**src/rtl/timed_phase_sequencer_if.sv**
```systemverilog
// Control, configuration and status bundle for timed_phase_sequencer.
// master drives control and config; slave is the sequencer and drives status.
interface timed_phase_sequencer_if #(
    parameter int NUM_STATES = 4,
    parameter int OUT_W      = 4,
    parameter int CNT_W      = 4
);
    localparam int IDX_W = $clog2(NUM_STATES);

    logic             start;
    logic             stop;
    logic             loop_en;
    logic             cfg_we;
    logic [IDX_W-1:0] cfg_idx;
    logic [CNT_W-1:0] cfg_dwell;
    logic [OUT_W-1:0] cfg_value;
    logic [OUT_W-1:0] y;
    logic [IDX_W-1:0] state;
    logic             busy;
    logic [CNT_W-1:0] dwell_cnt;
    logic             step;
    logic             done;

    modport master (
        output start, stop, loop_en, cfg_we, cfg_idx, cfg_dwell, cfg_value,
        input  y, state, busy, dwell_cnt, step, done
    );

    modport slave (
        input  start, stop, loop_en, cfg_we, cfg_idx, cfg_dwell, cfg_value,
        output y, state, busy, dwell_cnt, step, done
    );
endinterface

```
**src/rtl/timed_phase_sequencer.sv**
```systemverilog
// Timed phase sequencer: walks NUM_STATES phases, each held for a programmable dwell and driving a code on y.
// All outputs registered, one cycle after the deciding edge; no backpressure, start ignored while busy.
module timed_phase_sequencer #(
    parameter int                 NUM_STATES = 4,
    parameter int                 OUT_W      = 4,
    parameter int                 CNT_W      = 4,
    parameter logic [OUT_W-1:0]   IDLE_VALUE = '0,
    parameter logic [CNT_W-1:0]   DEF_DWELL  = CNT_W'(1)
) (
    input  logic                   clk,
    input  logic                   rst,
    timed_phase_sequencer_if.slave sq
);
    localparam int               IDX_W = $clog2(NUM_STATES);
    localparam logic [IDX_W-1:0] LAST  = IDX_W'(NUM_STATES - 1);

    typedef enum logic {S_IDLE, S_RUN} fsm_t;

    fsm_t             r_fsm;
    logic [IDX_W-1:0] r_state;
    logic [CNT_W-1:0] r_cnt;
    logic [OUT_W-1:0] r_y;
    logic             r_step;
    logic             r_done;
    logic [CNT_W-1:0] r_dwell [NUM_STATES];
    logic [OUT_W-1:0] r_value [NUM_STATES];

    fsm_t             w_fsm_nxt;
    logic [IDX_W-1:0] w_state_nxt;
    logic [CNT_W-1:0] w_cnt_nxt;
    logic [OUT_W-1:0] w_y_nxt;
    logic             w_step_nxt;
    logic             w_done_nxt;
    logic [CNT_W-1:0] w_dwell_eff;
    logic             w_phase_end;
    logic [IDX_W-1:0] w_state_inc;
    logic             w_cfg_hit;

    // A dwell of 0 behaves as 1; the compare reads the live table so shrinking ends a phase early.
    assign w_dwell_eff = (r_dwell[r_state] == '0) ? CNT_W'(1) : r_dwell[r_state];
    assign w_phase_end = (r_cnt >= (w_dwell_eff - CNT_W'(1)));
    assign w_state_inc = (r_state == LAST) ? '0 : (r_state + IDX_W'(1));
    assign w_cfg_hit   = sq.cfg_we && (int'(sq.cfg_idx) < NUM_STATES);

    always_comb begin
        w_fsm_nxt   = r_fsm;
        w_state_nxt = r_state;
        w_cnt_nxt   = r_cnt;
        w_y_nxt     = r_y;
        w_step_nxt  = 1'b0;
        w_done_nxt  = 1'b0;
        case (r_fsm)
            S_IDLE: begin
                w_state_nxt = '0;
                w_cnt_nxt   = '0;
                w_y_nxt     = IDLE_VALUE;
                if (sq.start && !sq.stop) begin
                    w_fsm_nxt = S_RUN;
                    w_y_nxt   = r_value[0];
                end
            end
            S_RUN: begin
                if (sq.stop) begin
                    w_fsm_nxt   = S_IDLE;
                    w_state_nxt = '0;
                    w_cnt_nxt   = '0;
                    w_y_nxt     = IDLE_VALUE;
                end else if (!w_phase_end) begin
                    w_cnt_nxt = r_cnt + CNT_W'(1);
                    // Re-reading the table lets a value write to the active phase reach y.
                    w_y_nxt   = r_value[r_state];
                end else if (r_state != LAST || sq.loop_en) begin
                    w_state_nxt = w_state_inc;
                    w_cnt_nxt   = '0;
                    w_y_nxt     = r_value[w_state_inc];
                    w_step_nxt  = 1'b1;
                end else begin
                    w_fsm_nxt   = S_IDLE;
                    w_state_nxt = '0;
                    w_cnt_nxt   = '0;
                    w_y_nxt     = IDLE_VALUE;
                    w_done_nxt  = 1'b1;
                end
            end
            default: begin
                w_fsm_nxt = S_IDLE;
            end
        endcase
    end

    always_ff @(posedge clk) begin
        if (rst) begin
            r_fsm   <= S_IDLE;
            r_state <= '0;
            r_cnt   <= '0;
            r_y     <= IDLE_VALUE;
            r_step  <= 1'b0;
            r_done  <= 1'b0;
            for (int k = 0; k < NUM_STATES; k++) begin
                r_dwell[k] <= DEF_DWELL;
                r_value[k] <= OUT_W'(k);
            end
        end else begin
            r_fsm   <= w_fsm_nxt;
            r_state <= w_state_nxt;
            r_cnt   <= w_cnt_nxt;
            r_y     <= w_y_nxt;
            r_step  <= w_step_nxt;
            r_done  <= w_done_nxt;
            if (w_cfg_hit) begin
                r_dwell[sq.cfg_idx] <= sq.cfg_dwell;
                r_value[sq.cfg_idx] <= sq.cfg_value;
            end
        end
    end

    assign sq.y         = r_y;
    assign sq.state     = r_state;
    assign sq.busy      = (r_fsm == S_RUN);
    assign sq.dwell_cnt = r_cnt;
    assign sq.step      = r_step;
    assign sq.done      = r_done;
endmodule

```
**src/flat_wrapper.sv**
```systemverilog
// flat-port wrapper written by rule: the top's interface ports become plain ports
module timed_phase_sequencer_flat 
#(
    parameter int                 NUM_STATES = 4,
    parameter int                 OUT_W      = 4,
    parameter int                 CNT_W      = 4,
    parameter logic [OUT_W-1:0]   IDLE_VALUE = '0,
    parameter logic [CNT_W-1:0]   DEF_DWELL  = CNT_W'(1)
)
  (clk, rst, sq_start, sq_stop, sq_loop_en, sq_cfg_we, sq_cfg_idx, sq_cfg_dwell, sq_cfg_value, sq_y, sq_state, sq_busy, sq_dwell_cnt, sq_step, sq_done);
  timed_phase_sequencer_if #(.NUM_STATES(NUM_STATES), .OUT_W(OUT_W), .CNT_W(CNT_W)) sq_i ();
  input  logic clk;
  input  logic rst;
  input wire logic [$bits(sq_i.start)-1:0] sq_start;
  input wire logic [$bits(sq_i.stop)-1:0] sq_stop;
  input wire logic [$bits(sq_i.loop_en)-1:0] sq_loop_en;
  input wire logic [$bits(sq_i.cfg_we)-1:0] sq_cfg_we;
  input wire logic [$bits(sq_i.cfg_idx)-1:0] sq_cfg_idx;
  input wire logic [$bits(sq_i.cfg_dwell)-1:0] sq_cfg_dwell;
  input wire logic [$bits(sq_i.cfg_value)-1:0] sq_cfg_value;
  output wire logic [$bits(sq_i.y)-1:0] sq_y;
  output wire logic [$bits(sq_i.state)-1:0] sq_state;
  output wire logic [$bits(sq_i.busy)-1:0] sq_busy;
  output wire logic [$bits(sq_i.dwell_cnt)-1:0] sq_dwell_cnt;
  output wire logic [$bits(sq_i.step)-1:0] sq_step;
  output wire logic [$bits(sq_i.done)-1:0] sq_done;
  assign sq_i.start = sq_start;
  assign sq_i.stop = sq_stop;
  assign sq_i.loop_en = sq_loop_en;
  assign sq_i.cfg_we = sq_cfg_we;
  assign sq_i.cfg_idx = sq_cfg_idx;
  assign sq_i.cfg_dwell = sq_cfg_dwell;
  assign sq_i.cfg_value = sq_cfg_value;
  assign sq_y = sq_i.y;
  assign sq_state = sq_i.state;
  assign sq_busy = sq_i.busy;
  assign sq_dwell_cnt = sq_i.dwell_cnt;
  assign sq_step = sq_i.step;
  assign sq_done = sq_i.done;
  timed_phase_sequencer #(.NUM_STATES(NUM_STATES), .OUT_W(OUT_W), .CNT_W(CNT_W), .IDLE_VALUE(IDLE_VALUE), .DEF_DWELL(DEF_DWELL)) u_core (.clk(clk), .rst(rst), .sq(sq_i));
endmodule
```
**config.mk**
```make
export PLATFORM = sky130hd
export DESIGN_NAME = timed_phase_sequencer_flat
export DESIGN_NICKNAME = d
export VERILOG_FILES = /design/src/rtl/timed_phase_sequencer_if.sv /design/src/rtl/timed_phase_sequencer.sv /design/src/flat_wrapper.sv
export SDC_FILE = /design/constraint.sdc
export NUM_CORES = 1
export LEC_CHECK = 0
export ABC_AREA = 1
export CORE_UTILIZATION = 25
export CTS_CLUSTER_DIAMETER = 120
export DETAILED_ROUTE_END_ITERATION = 8
export PLACE_DENSITY = 0.51
export SYNTH_ARGS = -nofsm -noshare
export SYNTH_HDL_FRONTEND = slang
export SYNTH_SLANG_ARGS = --single-unit
```
**constraint.sdc**
```tcl
create_clock -name clk -period 3.8 [get_ports clk]
set_input_delay 0.76 -clock clk [delete_from_list [all_inputs] [get_ports clk]]
set_output_delay 0.76 -clock clk [all_outputs]
set_load 0.1 [all_outputs]
```
* After elaboration in Yosys (flattened, before gate mapping) *
Memory sizes are Yosys's and may differ from the RTL's. A register that Yosys moved wholly into a read port is not among the register bits.
Cells that the tools add are included.

operators by class
  add/sub/neg operators = 3
  magnitude comparators = 1
  equality and inequality tests = 3
  multiplexer cells = 35
  bitwise operators = 2
  reduce and logical (&&, ||, !) cells = 7

operators by type and width
  operator                                           number
  two-way mux 4 bit                                  9
  two-way mux 2 bit                                  10
  case mux 4 bit (2 select lines)                    2
  two-way mux 1 bit                                  12
  OR reduction 4 bit                                 3
  adder 4 x 1 -> 4 bit (second input constant)       1
  >= comparator 4 bit                                1
  zero test 4 bit                                    1
  case mux 2 bit (2 select lines)                    1
  subtractor 4 x 1 -> 4 bit (second input constant)  1
  inequality test 3 bit (second input constant)      1
  adder 2 x 1 -> 2 bit (second input constant)       1
  == test 2 bit (second input constant)              1
  inequality test 2 bit (second input constant)      1
  NOT 1 bit                                          2
  case mux 1 bit (2 select lines)                    1
  logical AND 1 bit                                  1
  zero test 1 bit                                    1
  logical OR 1 bit                                   1

storage, ports and cells
  register bits after elaboration = 13
  memory bits (writable) = 32
  output and inout port bits = 13
  logic and storage cells = 59
  memories = 2

memory list
  name            depth  bits a word  read ports  clocked after Yosys merged registers in  write ports  RTL line                     RTL
  u_core.r_dwell  4      4            1           1                                        4            timed_phase_sequencer.sv:25  logic [CNT_W-1:0] r_dwell [NUM_STATES];
  u_core.r_value  4      4            3           1                                        4            timed_phase_sequencer.sv:26  logic [OUT_W-1:0] r_value [NUM_STATES];

* Depth between registers and ports, before layout *
  word-level depth = 9
  gate-level depth with buffers = 18
  gate-level depth less buffers = 17

* Least setup slack after synthesis *
Ideal clock, no wire load.

  kind = register to register
  from = register with a tool-made name
  to = register with a tool-made name
  setup time = 74 ps
  data arrival time = 2242 ps
  data required time = 3726 ps
  setup slack = 1484 ps
  cell stages (with the launch flop) = 17
  period minus slack after synthesis = 2316 ps
  cell sequence = dfxtp_1 > buf_4 > inv_1 > nand3_1 > nand2_1 > nand3_1 > o21a_1 > ha_1 > xor2_1 > ha_1 > nand2_1 > inv_1 > nand2_1 > nand4_2 > nor2_2 > nand2_1 > o21ai_0

==> impl_metrics.json <==
{
  "syn-num-nets": 287,
  "dr.first_iter.drc_count": 48,
  "crit_path_max_incr_delay_ns": 0.33,
  "top_layer_used": "met4",
  "fp.dieH_um": 99.5,
  "cts_sinks": 47,
  "cp_slowest_cell": "dfxtp_1",
  "ys_ff_latch": 47,
  "crit_arrival_ns": 2.99,
  "drtPass1Iterations": 4,
  "dieArea_mm2": 0.00990,
  "drt-met1-wl_mm": 2.43,
  "setup_viol": 0,
  "post_drt_wl_per_cell_um": 11.5,
  "wl_met3_um": 346,
  "rsz0062_at_grt": "false",
  "criticalPathCategory": "register to register",
  "drive_above_1_share_pct": 11.8,
  "num_io_pins": 29,
  "ctsResizeCount": 0,
  "path_buf_inv": 4,
  "synth_top_family_by_area": "simple AND/OR/NAND/NOR gates",
  "grt_usage_pct": 10.9,
  "nNetsFinal": 318,
  "maxSlewViolCount": 0,
  "postCtsSetupRepairBufs": 0,
  "detailed_place_hpwl_mm": 3.89,
  "gp_congestion": 0.716,
  "syn_area_per_cell_um2": 9.00,
  "cts_tree": "done",
  "grt_max_degree": 22,
  "end_kind": "register",
  "worst_pin_slew_ns": 1.10,
  "clk_latency_ns": 0.30,
  "seq_area_frac_synth_pct": 53.1,
  "crit_family": "simple AND/OR/NAND/NOR gates",
  "fin_worst_hold_slack_ns": 0.491,
  "start_kind": "register",
  "power_density_mw_per_mm2": 379,
  "min_path_type": "register to register",
  "fmax_mhz": 364,
  "via_per_inst": 4.02,
  "postSynth.asyncResetShare_pct": 0,
  "area_growth_pct": 22.2,
  "synthFlopType": "edfxtp_1",
  "path_max_fanout": 21,
  "status": "finished clean",
  "netlist_instances": 264,
  "synth_top_area_share_pct": 40.4,
  "netlist_area_mm2": 0.00238,
  "ir_worst_vdd_mv": 0.178,
  "fp.coreArea_mm2": 0.00924,
  "finalCriticalPeriod_ns": 2.75,
  "synthXorXnorAreaFrac_pct": 1.11,
  "antenna_cells": 0,
  "drc_errors": 0,
  "synth-simple-area-share_pct": 25.4,
  "crit_top_cell": "nand2_1",
  "cts_hold_buf": 0,
  "skew_ns": 0.00303,
  "synth_edf_count": 32,
  "die_w_um": 99.5,
  "finalCritPeriodShare_pct": 72.3,
  "yosysWarnings": 0,
  "grt_pass1_wl_mm": 8.19,
  "vias": 1709,
  "htreeDepth": 2,
  "fp-row-count": 35,
  "numCtsBuffers": 5,
  "synth.most_common_cell": "nand2_1",
  "synth_mux_area_share_pct": 0,
  "start_util_pct": 25.7,
  "finalHoldViolations": 0,
  "synth.area.top_cells": "edfxtp_1, dfxtp_1, nand2_1",
  "first_global_vias": 1582,
  "synthAdderAreaFrac_pct": 3.69,
  "synth.largest_area_cell": "edfxtp_1",
  "cts_root_buf": "clkbuf_8",
  "synth_compound_gate_area_share_pct": 8.95,
  "grt-ovfl-total": 0,
  "routed_wl_mm": 4.90,
  "netlist_top_cells_count": "nand2_1, edfxtp_1, inv_1",
  "antenna_found_initial": 0,
  "clk_pin_slew_worst_paths_ns": 0.09,
  "max-cap-violations": 0,
  "relSlewSlack_pct": 26.1,
  "final_antenna_net_count": 0,
  "p_leak_nw": 1.18,
  "dr_wl_met2_mm": 2.08,
  "path_cells": "buf_4, inv_2, nand2_1, nand3_1, nand2_1, nand3_1, o21a_1, ha_1, xor2_1, ha_1, nand2_1, inv_1, nand2_1, nand4_2, nor2_2, inv_1, nor2_1",
  "cts_buffer_depth": 2,
  "io_buffers": 28,
  "ys_types": 29,
  "worstPathRequired_ns": 4.05,
  "timing.setup.tns_ns": 0
}
## final timing paths
path | startpoint | endpoint | cells past startpoint | slack, ns
max | register | u_core.sq.dwell_cnt[1] | 17 | 1.05
min | u_core.sq.dwell_cnt[0] | u_core.sq.dwell_cnt[0] | 1 | 0.49
max reg2reg | register | u_core.sq.dwell_cnt[1] | 17 | 1.05
min reg2reg | u_core.sq.dwell_cnt[0] | u_core.sq.dwell_cnt[0] | 1 | 0.49
## metal layers
layer | up-vias | track usage, %
met3 | 5 | 3.37
met1 | 740 | 15.2
met2 | 45 | 16.2
met4 | 0 | 3.39
met5 | - | 0
li1 | 919 | -
## cell families (layout without fill, tap and decap cells)
logic type | Yosys count | in the layout
compound gates | 39 | 39
xor+xnor | 3 | 3
fa+ha+maj | 7 | 7
buf+inv | 42 | 74
flops | 47 | 47
simple gates | 126 | 126
## power breakdown
group          switching [mW]  leakage (nW)  internal [mW]
clock network           0.175        0.0562          0.196
logic                  0.0939         0.692         0.0458
registers              0.0138         0.434          0.577
## area by class of cell
type | count | area, µm²
clock buffer | 5 | 68.8
clock inverter | 3 | 42.5
fill | 979 | 6340
inverter | 37 | 151
multi-input combinational | 175 | 930
sequential | 47 | 1260
tap | 129 | 161
timing repair buffer | 29 | 288
## cell usage in the layout (no fill, tap or decap), drive strengths merged
cell	n
nand4	1
a21oi	11
nor3	1
bufinv	1
xor2	2
inv	38
clkinv	1
o21a	1
nand3	14
buf	1
dfxtp	15
clkdlybuf4s50	28
a31oi	1
o21bai	3
nor2	47
o22ai	1
edfxtp	32
clkbuf	5
o211ai	1
ha	7
nand2	63
o31ai	1
o21ai	20
xnor2	1
## registers in the layout, summed over array words and instances (netlist names), named ones only
register,flops
u_core.r_dwell,16
u_core.sq.busy,1
u_core.sq.step,1
u_core.sq.done,1
u_core.sq.y,4
u_core.r_value,16
u_core.sq.dwell_cnt,4
u_core.sq.state,2
## metrics by stage
step | cell area (µm²) | util (%) | std cells | total power [mW] | setup WS (ns)
after floorplan | 2380 | - | 264 | 0.693 | 1.48
after global placement | 2790 | 30.2 | 417 | 0.742 | 0.946
after detailed placement | 2790 | 30.2 | 417 | 0.744 | 0.894
after CTS | 2900 | 31.4 | 425 | 1.12 | 1.04
after global routing | 2900 | 31.4 | 425 | 1.16 | 0.796
final | 2900 | 31.4 | 425 | 1.10 | 1.05
Note: power is estimated with default switching activity, not from simulation.
==> RTL edit (config.mk and constraints unchanged) <==
`OUT_W` is set to 4 in 3 places; all go to 6.
--- a/src/rtl/timed_phase_sequencer_if.sv
+++ b/src/rtl/timed_phase_sequencer_if.sv
@@ -2,7 +2,7 @@
 // master drives control and config; slave is the sequencer and drives status.
 interface timed_phase_sequencer_if #(
     parameter int NUM_STATES = 4,
-    parameter int OUT_W      = 4,
+    parameter int OUT_W      = 6,
     parameter int CNT_W      = 4
 );
     localparam int IDX_W = $clog2(NUM_STATES);
--- a/src/rtl/timed_phase_sequencer.sv
+++ b/src/rtl/timed_phase_sequencer.sv
@@ -2,7 +2,7 @@
 // All outputs registered, one cycle after the deciding edge; no backpressure, start ignored while busy.
 module timed_phase_sequencer #(
     parameter int                 NUM_STATES = 4,
-    parameter int                 OUT_W      = 4,
+    parameter int                 OUT_W      = 6,
     parameter int                 CNT_W      = 4,
     parameter logic [OUT_W-1:0]   IDLE_VALUE = '0,
     parameter logic [CNT_W-1:0]   DEF_DWELL  = CNT_W'(1)
--- a/src/flat_wrapper.sv
+++ b/src/flat_wrapper.sv
@@ -2,7 +2,7 @@
 module timed_phase_sequencer_flat 
 #(
     parameter int                 NUM_STATES = 4,
-    parameter int                 OUT_W      = 4,
+    parameter int                 OUT_W      = 6,
     parameter int                 CNT_W      = 4,
     parameter logic [OUT_W-1:0]   IDLE_VALUE = '0,
     parameter logic [CNT_W-1:0]   DEF_DWELL  = CNT_W'(1)
Interface: changed (resized sq_cfg_value and sq_y); port bits go from 29 to 33. No check against the original RTL was run, so the function may have changed too.
==> RTL edit against the original RTL <==
The flow now finishes with violations (design-rule violations). Die area is 26% higher. Area after synthesis is 26% higher. Synthesized cell count is 38% higher. Core utilization is 0.75 points higher. Cell area is 28% higher. Via count is 38% higher. Wire length is 42% higher. Sequential cell count is 10 higher. Setup slack worse by 200 ps. Power is 55% higher. Highest routed layer unchanged.
==> RTL edit: results (changes against the original RTL) <==
metal2 WL=2.929 mm (+41%); # nets final=425 (+34%); critical path peak fanout=16 (-24%); port bufs=32 (+14%); total placed cells including tap cells=532 (+28%); share of cells above drive strength 1=8.148% (-3.7 points); vias in the first global route=2188 (+38%); maximum vdd drop=0.1886 mV (+5.9%); violated checks=design-rule violations; WL final=6.968 mm (+42%); filler instances=1182 (+21%); Cells after Synth=364 (+38%); post-synthesis adder-cell area fraction=2.924% (-0.76 points); commonest cells in the netlist=nand2_1 (125), inv_1 (55), edfxtp_1 (40), nor2_1 (40), nand3_1 (34); status=finished, violations left; wire length on met3=423 microns (+22%); Reg clk slew, reported paths=50 ps (-40 ps); met1 usage=16.95% (+1.8 points); pre-CTS setup slack=898.2 ps (+4.042 ps); Synth Area in XOR/XNOR=0.8772% (-0.23 points); R2R cell count=15 (-2); First DRT Iteration DRCs=107 (+120%); register area share after synthesis=51.46% (-1.6 points); drc violations=2 (+2); total global-route track usage=11.83% (+0.91 points); DP Area=3432 sq um (+23%); largest net degree at the start of global routing=24 (+9.1%); crit path DAT=3140 ps (+150 ps); Max transition margin=34.83% (+8.7 points); clk_skew=3.973 ps (+0.9461 ps); first-pass GRT wire length=11.34 mm (+38%); reg2reg setup slack=850 ps (-200 ps); hold_ws=493.9 ps (+2.525 ps); drt via density=4.292 (+6.7%); global routing usage on met2=17.04% (+0.86 points); Detail Placement HPWL=5.460 mm (+40%); Tmin final=2946 ps (+200.3 ps); clock buffer count from CTS=9 (+4); met1 WL=3.575 mm (+47%); first drt pass iteration count=7 (+3)
-- RTL edit: cell type report --
cell class,count,area (sq um),share of cell area (%)
Clock inverter,6,58.81,1.581
Timing Repair Buffer,33,327.8,8.813
Clock buffer,10,229.0,6.155
Inverter,62,240.2,6.458
Multi-Input combinational cell,237,1144,30.74
Sequential cell,57,1541,41.44
Tap cell,143,178.9,4.810
-- RTL edit: power by group --
part           internal (uW)  switching [uW]  total, uW
Sequential               707            19.7        726
Clock                    502             270        772
Combinational           66.5             144        210
-- RTL edit: worst max-delay path: stages (launching register included) --
cell and delay (ps):
dfxtp_1 680, inv_4 170, nand2_1 110, nand3_1 60, nand2_1 130, nand3_1 100, o21a_1 210, ha_1 190
xor2_1 160, ha_1 210, a21oi_4 320, nand3_4 160, nand2_1 110, inv_1 60, nand2_1 60, o21ai_0 90
-- RTL edit: cells by family after synthesis --
family                     Yosys count
AOI/OAI and AO/OA                   17
xor gates and xnor gates             3
adders and majority gates            7
buffers and inverters               70
DFF                                 57
and+or+nand+nor                    210
